$ cat src/rtl/fetch_stage.sv
// fetch_stage: PC register and one-entry IF/ID register in front of a
// combinational instruction ROM, with valid/ready back-pressure,
// redirect/flush, and a halt -> drain -> halted sequence.
module fetch_stage #(
    parameter int unsigned             PC_WIDTH    = 8,
    parameter int unsigned             INSTR_WIDTH = 8,
    parameter logic [PC_WIDTH-1:0]     RESET_PC    = '0
) (
    input  logic                   clk,
    input  logic                   reset,
    output logic [PC_WIDTH-1:0]    pc,
    input  logic [INSTR_WIDTH-1:0] instruction,
    output logic [INSTR_WIDTH-1:0] if_instr,
    output logic [PC_WIDTH-1:0]    if_pc,
    output logic                   if_valid,
    input  logic                   id_ready,
    input  logic                   redirect,
    input  logic [PC_WIDTH-1:0]    redirect_pc,
    input  logic                   halt,
    output logic                   halted
);

    typedef enum logic [1:0] {
        ST_RUN    = 2'd0,
        ST_DRAIN  = 2'd1,
        ST_HALTED = 2'd2
    } state_e;

    state_e                 state_q,    state_d;
    logic [PC_WIDTH-1:0]    pc_q,       pc_d;
    logic [INSTR_WIDTH-1:0] if_instr_q, if_instr_d;
    logic [PC_WIDTH-1:0]    if_pc_q,    if_pc_d;
    logic                   if_valid_q, if_valid_d;
    logic                   halted_q,   halted_d;

    logic transfer_c;

    // Downstream consumes the held instruction at this edge.
    assign transfer_c = if_valid_q & id_ready;

    // Next-state and datapath: redirect first, then per-state fetch/drain behaviour.
    always_comb begin
        state_d    = state_q;
        pc_d       = pc_q;
        if_instr_d = if_instr_q;
        if_pc_d    = if_pc_q;
        if_valid_d = if_valid_q;

        if (redirect) begin
            pc_d       = redirect_pc;
            if_valid_d = 1'b0;
            state_d    = ST_RUN;
        end else begin
            unique case (state_q)
                ST_RUN: begin
                    if (halt) begin
                        // Stop fetching; a same-edge transfer still empties the register.
                        state_d = ST_DRAIN;
                        if (transfer_c) begin
                            if_valid_d = 1'b0;
                        end
                    end else if (!if_valid_q || id_ready) begin
                        if_instr_d = instruction;
                        if_pc_d    = pc_q;
                        if_valid_d = 1'b1;
                        pc_d       = pc_q + PC_WIDTH'(1);
                    end
                end
                ST_DRAIN: begin
                    if (!if_valid_q || transfer_c) begin
                        if_valid_d = 1'b0;
                        state_d    = ST_HALTED;
                    end
                end
                ST_HALTED: begin
                    // Only redirect or reset leave this state.
                end
                default: begin
                    state_d = ST_RUN;
                end
            endcase
        end

        halted_d = (state_d == ST_HALTED);
    end

    // State and pipeline registers with synchronous reset.
    always_ff @(posedge clk) begin
        if (reset) begin
            state_q    <= ST_RUN;
            pc_q       <= RESET_PC;
            if_instr_q <= '0;
            if_pc_q    <= '0;
            if_valid_q <= 1'b0;
            halted_q   <= 1'b0;
        end else begin
            state_q    <= state_d;
            pc_q       <= pc_d;
            if_instr_q <= if_instr_d;
            if_pc_q    <= if_pc_d;
            if_valid_q <= if_valid_d;
            halted_q   <= halted_d;
        end
    end

    assign pc       = pc_q;
    assign if_instr = if_instr_q;
    assign if_pc    = if_pc_q;
    assign if_valid = if_valid_q;
    assign halted   = halted_q;

endmodule

$ cat config.mk
export PLATFORM = sky130hd
export DESIGN_NAME = fetch_stage
export DESIGN_NICKNAME = d
export VERILOG_FILES = /design/src/rtl/fetch_stage.sv
export SDC_FILE = /design/constraint.sdc
export NUM_CORES = 1
export LEC_CHECK = 0
export CAP_MARGIN = 5
export CORE_ASPECT_RATIO = 1.2
export CORE_MARGIN = 1
export CORE_UTILIZATION = 38
export CTS_BUF_LIST = sky130_fd_sc_hd__clkbuf_16
export DETAILED_ROUTE_END_ITERATION = 6
export GPL_ROUTABILITY_DRIVEN = 0
export PLACE_DENSITY_LB_ADDON = 0.25
export SLEW_MARGIN = 20
export SYNTH_ARGS = -nofsm -noshare
export SYNTH_HDL_FRONTEND = slang
export SYNTH_SLANG_ARGS = --single-unit
$ cat constraint.sdc
create_clock -name clk -period 1.7 [get_ports clk]
set_clock_uncertainty 0.05 [all_clocks]
set_input_delay 0.255 -clock clk [delete_from_list [all_inputs] [get_ports clk]]
set_output_delay 0.255 -clock clk [all_outputs]
set_load 0.1 [all_outputs]
==> key figures, run 1 <==
Outcome
  – Status: finished, final reports clean

Die
  – Ports: 47
  – Core Box Area: 3030 um2
  – Die Area: 3390 um2
  – Die Ht: 63.6 um
  – Row count: 22
  – Starting Density: 0.397
  – Chip width: 53.3 um

Drt
  – Routed vias: 1175
  – DRC errors left: 0
  – Via density per instance: 5.13
  – WL final: 3.01 mm
  – Drt wl/cell: 13.1 um
  – DR iter-0 viols: 30
  – DRT antenna net count: 0
  – Number of detailed-route iterations in the first pass: 4

Setup path
  – R2R Setup Slk: 10 ps
  – Cell with the largest stage delay on the worst path: or4b_4
  – Worst-path cell chain: ha_4, or4b_4, or3_4, a311oi_2
  – WP buf/inv: 0
  – Kind of critical path: reg -> reg
  – Worst r2r path cells: 4
  – Crit path arrival time: 1810 ps
  – Worst stage delay on the critical path: 480 ps
  – CP Launch Type: register
  – R2R Path Start: pc[1]
  – Reg2reg end: pc[2]
  – Top delay family on crit path: simple AND/OR/NAND/NOR gates
  – CP max FO: 4
  – Worst Setup End Kind: register
  – CP required: 1820 ps

Logic synthesis
  – Predominant post-synthesis flop cell: dfxtp_1
  – Post-synthesis sequential area ratio: 0.467
  – Syn_nets: 164
  – Yosys synthesis warning count: 0
  – Flops & latches, synth: 28
  – Largest area contributor in the netlist: dfxtp_1
  – Syn_area_per_cell: 8.46 um2
  – Mapped Cells: 142
  – Post-synth ARST share: 0
  – Synthesized area: 1200 um2
  – Synth top area share: 0.467
  – Unique cell type count in the Yosys netlist: 33
  – Largest cells by area after synthesis: dfxtp_1 47%, nand2_1 10%, a21oi_1 7.1%
  – Number of synthesized flops with an enable pin: 0

Global route
  – Vias in the first global route: 1193
  – Largest net degree at the start of global routing: 24
  – Overflow after GRT: 0
  – Global-route wire length before repair: 5.09 mm
  – Total track usage: 0.201
  – Initial antenna violation count: 0

STA
  – Pins Over Slew Limit: 0
  – Final setup violation count: 0
  – Peak Freq: 0.592 GHz
  – RSZ-0062 raised after global routing: true
  – Total negative setup slack: 0 ps
  – Slew HR: 0.754
  – Worst Max-Slew Pin Slew: 368 ps
  – Final worst-path cycle share: 0.994
  – Final min period: 1690 ps
  – Fin. Hold Viols: 0

CTS
  – CTS tree: built
  – Post-CTS sizing: 1
  – Post-CTS Setup Inserts: 0
  – Worst-path clk slew: 70 ps
  – Clock root buffer master: clkbuf_16
  – Clk Latency, worst-skew pair: 260 ps
  – CTS sink cnt: 28
  – TritonCTS Buffers: 3
  – CTS Buffer Depth: 2
  – Htree depth: 1
  – Hold Buf Count CTS: 0

Cells and area
  – Commonest non-fill, non-tap cell in the layout: nand2_1
  – Layout area overhead: 80.7%
  – Fraction of layout cells with a size suffix above 1: 0.306
  – Core Util, Final: 0.717
  – Ant diodes: 0
  – Final net count: 216
  – Most frequent cells in the layout: 33 x nand2_1, 28 x buf_12, 20 x dfxtp_1, 20 x clkdlybuf4s50_1, 17 x a21oi_1

Job
  – Max-cap violation count: 0

Min path
  – Hold path cells: 2
  – Hold Crit Start: if_instr[2]
  – Hold Path Class: reg -> reg
  – Hold worst-path end: if_instr[2]

Power and ir drop
  – Worst vdd ir: 0.486 mV
  – Pwr dens: 840 nW/um2
  – Leak: 0.794 nW

Place
  – Buffers on Ports: 46
  – Post-DP HPWL: 2.25 mm
stage by stage:
stage	hold WS (ps)	cell area [um2]	cells	power (W)	worst slack [ps]
floorplan	341	1240	142	0.00106	-160
global placement	429	2060	225	0.00129	-193
detailed placement	439	2060	225	0.00130	-236
CTS	449	2150	229	0.00183	-4.67
global route	464	2170	229	0.00189	-40.7
finish	445	2170	229	0.00182	9.79
Yosys cell counts (all sizes together) (2+ instances only):
cell type	count
and4	2
dfxtp	28
a21oi	17
nor3	7
clkbuf	7
or3	2
nand2	33
xnor2	5
nor2	7
inv	5
buf	3
mux2i	2
nor4	3
o21ai	2
a211oi	6
worst max-delay path by stage:
stage                  endpoint  depth (start not counted)  start
floorplan                 pc[2]                          4  pc[0]
global placement    if_instr[6]                          6   halt
detailed placement  if_instr[0]                          6   halt
CTS                       pc[2]                          4  pc[1]
global route              pc[2]                          4  pc[1]
finish                    pc[2]                          4  pc[1]
state kept, by name, indices dropped and copies added, names as in the netlist:
signal	count
halted	1
if_pc	8
if_valid	1
state_q	2
pc	8
if_instr	8
routing by layer:
layer	track usage	vias up	share of wire
met5	0	-	0
met3	0.0217	6	0.061
met1	0.235	535	0.40
met2	0.339	41	0.52
met4	0.112	0	0.022
li1	-	593	-
cells by family after synthesis:
family / Yosys count / share of synthesized area
buffers and inverters: 15 / 0.0552
AOI/OAI and AO/OA: 29 / 0.144
xor gates and xnor gates: 5 / 0.0365
muxes: 2 / 0.0167
DFF: 28 / 0.467
and+or+nand+nor: 62 / 0.271
adders and majority gates: 1 / 0.0104
worst min-delay path: stages, from the launching register on:
cell     delay, ps
dfxtp_1        340
nand2_1         60
a21oi_1         50
report_power, final:
part | switching (W) | internal, W | total [W]
Combinational | 0.000331 | 0.000226 | 0.000557
Sequential | 0.0000448 | 0.000690 | 0.000735
Clock | 0.000216 | 0.000315 | 0.000531
final cells by class:
cell class | count | area [um2]
flip-flops and latches | 28 | 578
repair buffers | 57 | 828
clock buffers | 3 | 75.1
clock inverters | 1 | 3.75
well taps | 36 | 45.0
fillers | 220 | 857
inverters | 5 | 18.8
multi-input cells | 99 | 622
No activity file was read; power rests on OpenSTA's default activity.
==> run 2: changes to the inputs <==
==> constraint.sdc (replaced) <==
create_clock -name clk -period 1.39 [get_ports clk]
set_clock_uncertainty 0.05 [all_clocks]
set_input_delay 0.2085 -clock clk [delete_from_list [all_inputs] [get_ports clk]]
set_output_delay 0.2085 -clock clk [all_outputs]
set_load 0.1 [all_outputs]
==> key figures, run 2 (same netlist as run 1, synthesis figures left out) <==
Setup path
  – Worst Setup End Kind: register
  – Worst r2r path cells: 8
  – Cell with the largest stage delay on the worst path: dfxtp_4
  – CP required: 1540 ps
  – Worst stage delay on the critical path: 360 ps
  – Crit path from: state_q[0]
  – WP buf/inv: 4
  – R2R Path Start: state_q[0]
  – Kind of critical path: reg -> reg
  – Most frequent CP cell: buf_6
  – Top delay family on crit path: buffers and inverters
  – Reg2reg end: if_pc[5]
  – CP max FO: 5
  – R2R Setup Slk: -360 ps
  – CP Launch Type: register
  – Crit path arrival time: 1910 ps
  – Worst-path cell chain: or2_4, buf_6, buf_6, nor4_4, buf_4, buf_8, nand2_2, a21oi_2

Power and ir drop
  – Leak: 1.03 nW
  – Worst vdd ir: 0.803 mV
  – Pwr dens: 946 nW/um2

STA
  – Final setup margin: -362 ps
  – Final setup violation count: 25
  – Worst Max-Slew Pin Slew: 345 ps
  – Peak Freq: 0.571 GHz
  – Pins Over Slew Limit: 0
  – Final min period: 1750 ps
  – Final hold slack: 449 ps
  – Fin. Hold Viols: 0
  – Slew HR: 0.770
  – RSZ-0062 raised after global routing: true
  – Final worst-path cycle share: 1.26
  – Total negative setup slack: -5860 ps

Drt
  – Number of detailed-route iterations in the first pass: 4
  – DR iter-0 viols: 53
  – WL final: 5.20 mm
  – DRT antenna net count: 0
  – DRC errors left: 0
  – Via density per instance: 5.62
  – Drt wl/cell: 20.8 um
  – Routed vias: 1405

Cells and area
  – Final Cell Area: 2720 um2
  – Layout area overhead: 126%
  – Fin cells: 250
  – Fraction of layout cells with a size suffix above 1: 0.664
  – Most frequent cells in the layout: 28 x buf_12, 20 x nand2_2, 18 x dfxtp_1, 18 x clkdlybuf4s50_1, 17 x buf_4
  – Final net count: 237
  – Core Util, Final: 0.898
  – Ant diodes: 0
  – Commonest non-fill, non-tap cell in the layout: buf_12

Global route
  – Overflow after GRT: 0
  – Initial antenna violation count: 0
  – Total track usage: 0.295
  – Largest net degree at the start of global routing: 17
  – Global-route wire length before repair: 7.10 mm
  – Vias in the first global route: 1401

Die
  – Starting Density: 0.397
  – Core Box Area: 3030 um2
  – Die Ht: 63.6 um
  – Ports: 47
  – Chip width: 53.3 um
  – Row count: 22
  – Die Area: 3390 um2

Min path
  – Hold Crit Start: redirect_pc[1]
  – Hold worst-path end: pc[1]
  – Hold path cells: 3
  – Hold Path Class: in -> reg

CTS
  – CTS Buffer Depth: 2
  – Htree depth: 1
  – Hold Buf Count CTS: 0
  – CTS tree: built
  – Clock root buffer master: clkbuf_16
  – TritonCTS Buffers: 3
  – Worst-path clk slew: 70 ps
  – Clk Latency, worst-skew pair: 270 ps
  – CTS sink cnt: 28

Place
  – Buffers on Ports: 46
  – Placed Cells incl. Taps: 235
  – Cell Area, Placed: 2160 um2
  – Post-DP HPWL: 2.54 mm

Outcome
  – Status: finished, violations left
  – Failing checks: negative setup slack

Job
  – Max-cap violation count: 0
[run 2: cell types whose count changed in the layout (fill, tap and decap cells not counted), sizes merged]
cell and change:
buf +20, clkinvlp +2, inv -2, dlygate4sd2 +2
clkdlybuf4s50 -2, clkbuf +1
[run 2: tightest hold or removal path, stage by stage]
cell and delay [ps]:
clkdlybuf4s50_1 390, inv_1 70, a2111oi_2 60
[run 2: final cells by class]
| type | count | area, um2 |
|---|---|---|
| repair buffers | 77 | 1030 |
| repair inverters | 1 | 7.51 |
| inverters | 5 | 22.5 |
| multi-input cells | 99 | 920 |
| fillers | 120 | 310 |
| flip-flops and latches | 28 | 591 |
| well taps | 36 | 45.0 |
| clock buffers | 4 | 100 |
[run 2: what timing repair did]
item,CTS,global route
gates resized for setup,62,43
gates cloned,1,2
setup buffers,6,5
setup endpoints to repair,24,25
endpoints found under the hold margin,0,0
pin swaps,38,43
[run 2: stage by stage]
step / power [W] / worst slack [ps]
3_3_place_gp: 0.00160 / -440
3_5_place_dp: 0.00162 / -512
5_1_grt: 0.00263 / -390
4_1_cts: 0.00247 / -339
2_1_floorplan: 0.00130 / -469
6_report: 0.00257 / -362
[run 2: worst max path at each step]
stage                    end  slack, ps  depth (start not counted)
finish              if_pc[5]       -360                          8
global route        if_pc[5]       -390                          8
CTS                    pc[2]       -340                          4
detailed placement     pc[2]       -510                          4
global placement       pc[2]       -440                          4
floorplan              pc[2]       -470                          4
[run 2: where the power goes]
| group | switching [W] | leakage (nW) | internal [W] | total [W] |
|---|---|---|---|---|
| clock network | 0.000294 | 0.0493 | 0.000502 | 0.000796 |
| registers | 0.0000665 | 0.235 | 0.000841 | 0.000908 |
| logic | 0.000508 | 0.750 | 0.000358 | 0.000866 |
| total | 0.000868 | 1.03 | 0.00170 | 0.00257 |
[run 2: routing by layer]
layer | up-vias | part of all wire | track usage
li1 | 631 | - | -
met1 | 691 | 0.37 | 0.335
met2 | 70 | 0.55 | 0.545
met3 | 13 | 0.055 | 0.0411
met4 | 0 | 0.027 | 0.0789
met5 | - | 0 | 0
==> run 3: changes to the inputs <==
--- a/config.mk
+++ b/config.mk
@@ -6,13 +6,13 @@
 export NUM_CORES = 1
 export LEC_CHECK = 0
 export CAP_MARGIN = 5
-export CORE_ASPECT_RATIO = 1.2
 export CORE_MARGIN = 1
 export CORE_UTILIZATION = 38
 export CTS_BUF_LIST = sky130_fd_sc_hd__clkbuf_16
 export DETAILED_ROUTE_END_ITERATION = 6
 export GPL_ROUTABILITY_DRIVEN = 0
 export PLACE_DENSITY_LB_ADDON = 0.25
+export REMOVE_ABC_BUFFERS = 1
 export SLEW_MARGIN = 20
 export SYNTH_ARGS = -nofsm -noshare
 export SYNTH_HDL_FRONTEND = slang
==> key figures, run 3 (same netlist as run 1, synthesis figures left out) <==
Place
  – Buffers on Ports: 46
  – Post-DP HPWL: 2.25 mm
  – Placed Cells incl. Taps: 242

Global route
  – Met2 usage: 0.445
  – Met1 Usage GRT: 0.310
  – Vias in the first global route: 1322
  – Initial antenna violation count: 0
  – Global-route wire length before repair: 6.43 mm
  – Overflow after GRT: 0
  – Total track usage: 0.256
  – Grt peak-use layer: met2
  – Grt met3 use: 0.0379
  – Largest net degree at the start of global routing: 17

Drt
  – DR iter-0 viols: 68
  – Number of detailed-route iterations in the first pass: 4
  – DRC errors left: 0
  – Drt wl/cell: 17.4 um
  – DRT antenna net count: 0
  – WL final: 4.50 mm
  – Routed vias: 1410
  – Via density per instance: 5.44

Cells and area
  – Layout area overhead: 118%
  – Core Util, Final: 0.864
  – Final net count: 238
  – Fraction of layout cells with a size suffix above 1: 0.535
  – Layout fillers: 142
  – Fin cells: 259
  – Most frequent cells in the layout: 30 x buf_12, 25 x buf_4, 24 x dfxtp_1
  – Multi-input combinational cell area: 867 um2
  – Commonest non-fill, non-tap cell in the layout: buf_12
  – Ant diodes: 0
  – Storage cell area: 566 um2

Outcome
  – Status: finished, violations left
  – Failing checks: negative setup slack

Setup path
  – Crit path arrival time: 1880 ps
  – CP Launch Type: register
  – R2R Setup Slk: -360 ps
  – Kind of critical path: reg -> reg
  – CP required: 1510 ps
  – Worst Setup End Kind: register
  – CP max FO: 4

STA
  – Pins Over Slew Limit: 0
  – Final worst-path cycle share: 1.26
  – Fin. Hold Viols: 0
  – RSZ-0062 raised after global routing: true
  – Slew HR: 0.797
  – Worst Max-Slew Pin Slew: 304 ps
  – Final setup margin: -365 ps
  – Peak Freq: 0.570 GHz
  – Final setup violation count: 23
  – Final min period: 1750 ps

Die
  – Die Ht: 58.2 um
  – Starting Density: 0.397
  – Row count: 20
  – Core Box Area: 3030 um2
  – Ports: 47
  – Die Area: 3390 um2
  – Chip width: 58.2 um

Job
  – Max-cap violation count: 0

CTS
  – Hold Buf Count CTS: 0
  – Worst-path clk slew: 70 ps
  – Clk Latency, worst-skew pair: 260 ps
  – CTS sink cnt: 28
  – CTS Buffer Depth: 2
  – CTS tree: built
  – Clock root buffer master: clkbuf_16
  – Htree depth: 1
  – TritonCTS Buffers: 3

Power and ir drop
  – Leak: 0.990 nW
  – Pwr dens: 916 nW/um2
  – Worst vdd ir: 0.528 mV

Min path
  – Hold Path Class: in -> reg
run 3: cell types whose count changed in the layout (fill, tap and decap cells not counted), sizes merged:
cell	delta
clkbuf	-1
clkinv	+1
buf	+1
run 3: path summary, 6_finish.rpt:
kind / startpoint / to / cells past startpoint
worst max-delay path: pc[0] / pc[2] / 4
worst min-delay path: instruction[5] / if_instr[5] / 3
worst max register to register: pc[0] / pc[2] / 4
worst min register to register: if_pc[5] / if_pc[5] / 2
run 3: layout make-up:
type                    count  share of cell area
clock buffers               3              0.0287
repair inverters            1             0.00191
repair buffers             78               0.391
flip-flops and latches     28               0.216
well taps                  44              0.0210
clock inverters             1             0.00143
inverters                   5             0.00860
multi-input cells          99               0.331
run 3: routing by layer:
layer | routed length (um) | share of wire
met5 | 0 | 0
met3 | 256 | 0.057
met1 | 1740 | 0.39
met4 | 112 | 0.025
met2 | 2380 | 0.53
run 3: where the power goes:
part	leakage [nW]	internal (W)	total, W	switching (W)
sequential	0.231	0.000845	0.000902	0.0000572
combinational	0.721	0.000354	0.000845	0.000491
clock	0.0385	0.000385	0.000651	0.000265
run 3: stage by stage:
stage | cell area (um2) | setup slack (ps) | setup TNS (ps) | total power, W | hold slack [ps]
after floorplan | 1150 | -1030 | -26780 | 0.00127 | 228
after global placement | 2100 | -459 | -9950 | 0.00160 | 425
after detailed placement | 2100 | -515 | -11080 | 0.00161 | 430
after CTS | 2400 | -323 | -2860 | 0.00231 | 429
after global routing | 2620 | -376 | -4310 | 0.00247 | 469
final | 2620 | -365 | -3330 | 0.00240 | 457
run 3: worst max-delay path, stage by stage (launching register included):
cell and delay [ps]:
dfxtp_2 340, ha_1 150, or4b_4 500, or3_4 350, a311oi_2 270
run 3: repair_timing:
action,4_1_cts,5_1_grt
endpoints found under the setup margin,24,24
pin swaps,34,12
buffers inserted,4,7
cloned,1,1
gates resized for setup,50,34
